--- src/rtl/uart_rx_fifo.sv ---
// UART receiver with runtime parity/stop configuration, per-word error flags and an output FIFO.
// Define UART_RX_MAJORITY_EN to take a 2-of-3 vote around each bit centre (one cycle more latency).
module uart_rx_fifo #(
    parameter int unsigned DATA_BITS  = 8,
    parameter int unsigned FIFO_DEPTH = 4,
    parameter int unsigned BIT_TIME_W = 16
) (
    input  logic                  clk,
    input  logic                  rst,
    input  logic                  rx,
    input  logic [BIT_TIME_W-1:0] bit_time,
    input  logic [1:0]            parity_mode,
    input  logic                  two_stop,
    output logic                  out_valid,
    input  logic                  out_ready,
    output logic [DATA_BITS-1:0]  out_data,
    output logic                  out_parity_err,
    output logic                  out_frame_err,
    output logic                  overrun,
    output logic                  busy
);

    localparam int unsigned AW  = $clog2(FIFO_DEPTH);
    localparam int unsigned CW  = AW + 1;
    localparam int unsigned BCW = $clog2(DATA_BITS);

    typedef enum logic [2:0] {IDLE, START, DATA, PARITY, STOP1, STOP2} state_e;

    state_e                state_q;
    logic                  rx_s1_q, rx_s2_q, rx_d_q;
    logic [BIT_TIME_W-1:0] cnt_q, bt_q, dec_cnt, cnt_d;
    logic [1:0]            pm_q;
    logic                  two_q;
    logic [DATA_BITS-1:0]  shift_q;
    logic [BCW-1:0]        bitn_q;
    logic                  perr_q, ferr_q;
    logic                  fall, bit_val, dec_now, parity_en, par_bad, push, push_ferr;

    always_ff @(posedge clk or negedge rst) begin
        if (!rst) begin
            rx_s1_q <= 1'b1;
            rx_s2_q <= 1'b1;
            rx_d_q  <= 1'b1;
        end else begin
            rx_s1_q <= rx;
            rx_s2_q <= rx_s1_q;
            rx_d_q  <= rx_s2_q;
        end
    end

    assign fall = rx_d_q & ~rx_s2_q;

`ifdef UART_RX_MAJORITY_EN
    // hist_q holds the samples from C-1 and C; the vote completes with the live sample at C+1.
    logic [1:0] hist_q;

    always_ff @(posedge clk or negedge rst) begin
        if (!rst) hist_q <= '1;
        else      hist_q <= {hist_q[0], rx_s2_q};
    end

    assign bit_val = (hist_q[1] & hist_q[0]) | (hist_q[1] & rx_s2_q) | (hist_q[0] & rx_s2_q);
    assign dec_cnt = (bt_q >> 1) + BIT_TIME_W'(1);
`else
    assign bit_val = rx_s2_q;
    assign dec_cnt = bt_q >> 1;
`endif

    assign cnt_d     = (cnt_q == bt_q - BIT_TIME_W'(1)) ? '0 : cnt_q + BIT_TIME_W'(1);
    assign dec_now   = (state_q != IDLE) && (cnt_q == dec_cnt);
    assign parity_en = (pm_q == 2'b01) || (pm_q == 2'b10);
    assign par_bad   = (pm_q == 2'b01) ? (^shift_q ^ bit_val) : ~(^shift_q ^ bit_val);
    assign push      = dec_now && (((state_q == STOP1) && !two_q) || (state_q == STOP2));
    assign push_ferr = ferr_q | ~bit_val;
    assign busy      = (state_q != IDLE);

    // Counter value in cycle E+k is k mod bit_time, so every bit centre sits at bit_time/2.
    always_ff @(posedge clk or negedge rst) begin
        if (!rst) begin
            state_q <= IDLE;
            cnt_q   <= '0;
            bt_q    <= '0;
            pm_q    <= '0;
            two_q   <= 1'b0;
            shift_q <= '0;
            bitn_q  <= '0;
            perr_q  <= 1'b0;
            ferr_q  <= 1'b0;
        end else begin
            if (state_q != IDLE) cnt_q <= cnt_d;
            unique case (state_q)
                IDLE: begin
                    if (fall) begin
                        state_q <= START;
                        cnt_q   <= BIT_TIME_W'(1);
                        bt_q    <= bit_time;
                        pm_q    <= parity_mode;
                        two_q   <= two_stop;
                        bitn_q  <= '0;
                        perr_q  <= 1'b0;
                        ferr_q  <= 1'b0;
                    end
                end
                START: begin
                    if (dec_now) state_q <= bit_val ? IDLE : DATA;
                end
                DATA: begin
                    if (dec_now) begin
                        shift_q <= {bit_val, shift_q[DATA_BITS-1:1]};
                        bitn_q  <= bitn_q + BCW'(1);
                        if (bitn_q == BCW'(DATA_BITS - 1))
                            state_q <= parity_en ? PARITY : STOP1;
                    end
                end
                PARITY: begin
                    if (dec_now) begin
                        perr_q  <= par_bad;
                        state_q <= STOP1;
                    end
                end
                STOP1: begin
                    if (dec_now) begin
                        ferr_q  <= ~bit_val;
                        state_q <= two_q ? STOP2 : IDLE;
                    end
                end
                STOP2: begin
                    if (dec_now) begin
                        ferr_q  <= push_ferr;
                        state_q <= IDLE;
                    end
                end
                default: state_q <= IDLE;
            endcase
        end
    end

    logic [DATA_BITS+1:0] mem_q [FIFO_DEPTH];
    logic [AW-1:0]        wptr_q, rptr_q;
    logic [CW-1:0]        fcnt_q;
    logic                 ovr_q, full, pop, wr;

    assign full = (fcnt_q == CW'(FIFO_DEPTH));
    assign pop  = out_valid & out_ready;
    assign wr   = push & (~full | pop);

    always_ff @(posedge clk or negedge rst) begin
        if (!rst) begin
            for (int unsigned i = 0; i < FIFO_DEPTH; i++) mem_q[i] <= '0;
            wptr_q <= '0;
            rptr_q <= '0;
            fcnt_q <= '0;
            ovr_q  <= 1'b0;
        end else begin
            ovr_q <= push & full & ~pop;
            if (wr) begin
                mem_q[wptr_q] <= {shift_q, perr_q, push_ferr};
                wptr_q        <= wptr_q + AW'(1);
            end
            if (pop) rptr_q <= rptr_q + AW'(1);
            fcnt_q <= fcnt_q + CW'(wr) - CW'(pop);
        end
    end

    assign out_valid = (fcnt_q != '0);
    assign {out_data, out_parity_err, out_frame_err} = mem_q[rptr_q];
    assign overrun   = ovr_q;

endmodule

--- config.mk ---
export PLATFORM = sky130hd
export DESIGN_NAME = uart_rx_fifo
export DESIGN_NICKNAME = d
export VERILOG_FILES = /design/src/rtl/uart_rx_fifo.sv
export SDC_FILE = /design/constraint.sdc
export NUM_CORES = 1
export LEC_CHECK = 0
export CAP_MARGIN = 0
export CORE_MARGIN = 2
export CORE_UTILIZATION = 59
export DETAILED_ROUTE_END_ITERATION = 16
export PLACE_DENSITY = 0.85
export SLEW_MARGIN = 20
export SYNTH_ARGS = -nofsm -noshare
export SYNTH_HDL_FRONTEND = slang
export SYNTH_SLANG_ARGS = --single-unit
export TNS_END_PERCENT = 30
--- constraint.sdc ---
create_clock -name clk -period 3.75 [get_ports clk]
set_input_delay 0.9375 -clock clk [delete_from_list [all_inputs] [get_ports clk]]
set_output_delay 0.9375 -clock clk [all_outputs]
set_load 0.005 [all_outputs]
# ---- After elaboration in Yosys (flattened, before gate mapping)
# Cells that the tools add are included.
dict set report totals {
  word_cells 113
  inputBits 23
  output_inout_bits 13
  reg_bits 102
}
dict set report classes {
  n_reduce_logical 20
  order_cmp 3
  n_bitwise 14
  muxes 31
  n_eq_ne 18
  add_sub_neg 7
}
# op n
set ops {}
lappend ops {{16-bit 2-to-1 mux} 4}
lappend ops {{40-bit bitwise mux} 1}
lappend ops {{3-bit 2-to-1 mux} 11}
lappend ops {{10-bit 2-to-1 mux} 3}
lappend ops {{10-bit binary-select mux with 2-bit select} 1}
lappend ops {{10-bit demux with 2-bit select} 1}
lappend ops {{3-bit one-hot mux with 6 select lines} 1}
lappend ops {{16-bit by 1-bit adder with 16-bit output (second input constant)} 1}
lappend ops {{16-bit by 15-bit equality test with 1-bit output} 1}
lappend ops {{16-bit equality test} 1}
lappend ops {{16-bit by 1-bit subtractor with 16-bit output (second input constant)} 1}
lappend ops {{2-bit != test (second input constant)} 7}
lappend ops {{3-bit equality test (second input constant)} 4}
lappend ops {{3-bit nonzero test} 3}
lappend ops {{8-bit parity} 1}
lappend ops {{7-bit AND reduction} 1}
lappend ops {{3-bit by 2-bit equality test with 1-bit output (second input constant)} 2}
lappend ops {{3-bit >= comparator (second input constant)} 2}
lappend ops {{2-bit NOT with 3-bit output} 2}
lappend ops {{3-bit one-hot mux with 2 select lines} 1}
lappend ops {{3-bit AND reduction} 2}
lappend ops {{1-bit AND} 5}
lappend ops {{1-bit 2-to-1 mux} 5}
lappend ops {{2-bit by 1-bit adder with 2-bit output (second input constant)} 2}
lappend ops {{other kinds (20)} 30}

# ---- Depth between registers and ports, before layout
dict set report logic_depth {
  word_depth 7
  mapped_depth 13
  mapped_depth_nobuf 11
}

# ---- Worst setup path before layout
# Ideal clock, no wire load.
dict set report synth_timing {
  path_type {input-to-reg}
  startpoint {input port out_ready}
  endpoint {register fcnt_q[2]}
  slack_ns 1.007
  path_buffers 0
  setup_time_ns 0.080
  path_stages 8
  t_arrival_ns 2.663
  required_ns 3.670
  cell_sequence {or4b_2 -> nand3_1 -> ha_1 -> inv_1 -> ha_1 -> fa_1 -> xnor2_1 -> xnor2_1}
}
dict set report synth_between {
  elab_chain_len 5
}
# element line
set synth_lines {}
lappend synth_lines {{start: declaration} 15} ;# input logic out_ready,
lappend synth_lines {{1-bit AND (*)} 144} ;# assign pop = out_valid & out_ready;
lappend synth_lines {{1-bit OR} 145} ;# assign wr = push & (~full | pop);
lappend synth_lines {{1-bit AND} 145}
lappend synth_lines {{3-bit by 1-bit adder with 3-bit output} 161} ;# fcnt_q <= fcnt_q + CW'(wr) - CW'(pop);
lappend synth_lines {{3-bit by 1-bit subtractor with 3-bit output (*)} 161}
lappend synth_lines {{end signal: assignment} 161}
lappend synth_lines {{end: declaration} 140} ;# logic [CW-1:0] fcnt_q;
# Every way passes the cells marked *; elsewhere a longest branch is shown, timed or not.
# A chain may end at the register's enable or synchronous reset.

# ---- Worst setup path after layout
dict set report layout_timing {
  startpoint {register state_q[1]}
  endpoint {output port busy}
}
dict set report layout_between {
  elab_chain_len 1
}
# element line
set layout_lines {}
lappend layout_lines {{start: declaration} 29} ;# state_e state_q;
lappend layout_lines {{start signal: assignment} 105} ;# if (dec_now) state_q <= bit_val ? IDLE : DATA;
lappend layout_lines {{start signal: assignment} 112} ;# state_q <= parity_en ? PARITY : STOP1;
lappend layout_lines {{start signal: assignment} 124} ;# state_q <= two_q ? STOP2 : IDLE;
lappend layout_lines {{3-bit nonzero test} 75} ;# assign busy = (state_q != IDLE);
lappend layout_lines {{end: declaration} 20} ;# output logic busy
# Every way passes these cells.

==> results_dict.tcl <==
set metrics [dict create \
    outcome "finished, final reports clean" \
    max_freq_mhz 301.2 \
    cp_data_required_time_ps 2810 \
    via_count 3520 \
    r2r-end "fcnt_q[2]$_DFF_PN0_" \
    grt_overflow_total 0 \
    m1WireLength_um 4339 \
    die_w_um 98.95 \
    pwr-share-seq_pct 49.2 \
    drv_slew 0 \
    yosysMostFrequentCell "dfrtp_1" \
    numPortBuffers 35 \
    die_area_mm2 0.009790 \
    top_layer_used "met4" \
    post_cts_buffers 0 \
    worstHoldStart "rx_s1_q$_DFF_PN1_" \
    antenna_found_initial 0 \
    clock-root-buffer "clkbuf_8" \
    path_class "register to primary output" \
    finalCriticalPeriod_ps 3320 \
    clock-skew-final_ps 12.88 \
    grt_usage_pct 22.17 \
    p_comb_share_pct 28.7 \
    core-area_mm2 0.008721 \
    routabilityCongestion 0.8574 \
    dieHeight_um 98.95 \
    drt_iter0_drc 171 \
    synth_top_area_share_pct 46.58 \
    drt_first_pass_iters 4 \
    std_cell_rows 34 \
    hold_class "register to register" \
    numClockSinks 102 \
    clockPowerShare_pct 22.0 \
    cp_num_buf_inv 2 \
    ys_ff_latch 102 \
    drive_gt1_share_pct 23.80 \
    clkLatencyLatePin_ps 380 \
    synth_compound_area_share_pct 5.128 \
    crit_family "buffers and inverters" \
    synth_simple_gate_area_share_pct 12.42 \
    finalWirelength_um 10070 \
    cts_buffers 9 \
    ant_nets 0 \
    holdWs_ps 362.3 \
    htreeDepth 3 \
    place_hpwl_um 6974 \
    synth_xor_area_share_pct 9.880 \
    antennaDiodeCount 0 \
    setup-violations-final 0 \
    cts_resized 0 \
    cp_cell_sequence "nor3_1 -> inv_1 -> clkdlybuf4s50_1" \
    yosys_most_used_dff "dfrtp_1" \
    r2r_start "state_q[1]$_DFFE_PN0P_" \
    final.setup.tns_ps 0 \
    reg2reg_depth 10 \
    timing.reg2reg.setup_slack_ps 700 \
    end_kind "primary output" \
    rsz0062_at_grt "no" \
    cp_max_fo 11 \
    synth-edff-count 0 \
    synth_fa_ha_area_share_pct 2.964 \
    ys_top_cells_by_count "dfrtp_1, mux2_2, xnor2_1, nor2_1, xor2_1" \
    synth.distinct_cells 60 \
    swShare_pct 36.43 \
    whs_endpoint "bit_val$_DFF_PN1_" \
    wl_met2_um 5168 \
    synth_area_leaders "dfrtp_1, mux2_2, xnor2_1" \
    cp_slowest_cell "nor3_1" \
    io_pins 36 \
    leakagePower_uw 0.002654 \
    via_per_inst 5.997 \
    ys_warn_count 0 \
    drv_cap 0 \
    remaining_drc_errors 0 \
    grt_start_max_net_pins 71 \
    clk_path_buf_depth 2 \
    cts.clk_slew.worst_paths_ps 110 \
    first_global_vias 3589 \
    internal-power_uw 2146 \
    synth_fp_nets 481 \
    ys_seq_area_share_pct 48.06 \
    powerDensity_mw_per_mm2 568.7 \
    cp-start-kind "register" \
    cp.arrival_ps 2380 \
    tightest_slew_ps 870.4 \
    area_delta_synth_final_pct 11.60 \
    syn-instance-count 446 \
    wl_per_cell_um 17.16 \
    total_power_uw 3375 \
    syn-cell-area_mm2 0.005319 \
    final_nets 509 \
    grt_pass1_wl_um 17220 \
    pre_cts_ws_ps 485.1 \
    max_slew_margin_pct 41.97 \
    peakVddDrop_mv 0.4419 \
    power_switching_uw 1230 \
    synth_area_leader_cell "dfrtp_1" \
    dr_wl_met3_um 421 \
    slowest_delay_ps 690 \
    final_hold_viol_count 0 \
    synth_mux_area_share_pct 18.21 \
    fin_crit_sh_pct 88.52 \
    ys_async_sr_fraction_pct 100.0 \
    postCtsHoldBufs 0 \
    initial_utilization_pct 60.99 \
    synth.avg_cell_area_um2 11.93 \
    whs_path_depth 0 \
    synth_top_family_by_area "multiplexers" \
    setup_ws_ps 430.4 \
    cts_tree "built" \
]
==> area by class of cell <==
type	count	area [um^2]
clock inverters	7	93.84
inverters	17	63.81
fillers	637	2785
well taps	108	135.1
clock buffers	9	123.9
multi-input cells	305	2585
repair buffers	39	377.9
flip-flops and latches	102	2556
==> metal layers <==
layer | vias to the layer above | GRT usage [%]
met4 | 0 | 8.008
met1 | 1779 | 29.04
met5 | - | 0
li1 | 1638 | -
met2 | 87 | 37.63
met3 | 16 | 3.475
==> placed cells by master, fill, tap and decap left out, types with 2 or more instances in the layout <==
cell type	count
dfrtp_1	99
mux2_2	66
xnor2_1	37
clkdlybuf4s50_1	34
nor2_1	30
xor2_1	23
inv_1	17
nand2_1	15
nand3_1	13
o21ai_0	12
ha_1	11
mux4_2	10
nand4_1	9
clkbuf_8	9
and3_1	8
nor4_1	7
nor3_1	6
a21oi_1	5
buf_4	5
or3_1	4
nand2_2	4
nand2b_1	3
dfstp_2	3
and2_1	2
nor3b_1	2
or4_1	2
o311ai_0	2
nor2b_1	2
and4_1	2
a31oi_1	2
inv_8	2
clkinv_4	2
==> worst max-delay path by stage <==
stage                                 startpoint             endpoint  slack (ps)  depth (start not counted)
after CTS                 state_q[1]$_DFFE_PN0P_                 busy         440                          3
after global placement                 out_ready  fcnt_q[2]$_DFF_PN0_         570                          9
after floorplan                        out_ready  fcnt_q[2]$_DFF_PN0_        1010                          8
final                     state_q[1]$_DFFE_PN0P_                 busy         430                          3
after detailed placement               out_ready  fcnt_q[2]$_DFF_PN0_         490                          9
after global routing      state_q[1]$_DFFE_PN0P_                 busy         260                          3
==> power groups by stage <==
stage	Combinational, uW	Clock [uW]	Sequential, uW
6_report	970	744	1660
5_1_grt	1080	801	1710
4_1_cts	970	759	1660
3_5_place_dp	954	0	1670
3_3_place_gp	908	0	1650
2_1_floorplan	941	0	1450
==> stage by stage <==
step           instances  cell area [um^2]  util, %
2_1_floorplan        446              5319        -
3_3_place_gp         571              5718    65.57
3_5_place_dp         571              5718    65.57
4_1_cts              587              5936    68.06
5_1_grt              587              5936    68.06
6_report             587              5936    68.06
==> worst register-to-register path: stages, from the launching register on <==
cell and delay [ps]:
dfrtp_1 540, nor3_1 220, nor4_1 470, and4_1 420, nand3_1 110, ha_1 290, inv_1 40, ha_1 180
fa_1 370, xnor2_1 190, xnor2_1 130
==> sequential cells by signal, indices dropped and copies added, names as in the netlist <==
signal / count
ferr_q: 1
mem_q: 40
wptr_q: 2
rptr_q: 2
pm_q: 2
state_q: 3
overrun: 1
bit_val: 1
perr_q: 1
shift_q: 8
rx_d_q: 1
bitn_q: 3
rx_s1_q: 1
fcnt_q: 3
two_q: 1
bt_q: 16
cnt_q: 16
==> logic make-up (layout without fill, tap and decap cells) <==
logic type,after synthesis,in the layout
AOI/OAI and AO/OA,38,38
xor gates and xnor gates,60,60
muxes,76,76
DFF,102,102
and+or+nand+nor,119,119
buffers and inverters,39,72
adders and majority gates,12,12
Power figures use the tool's default switching activity.
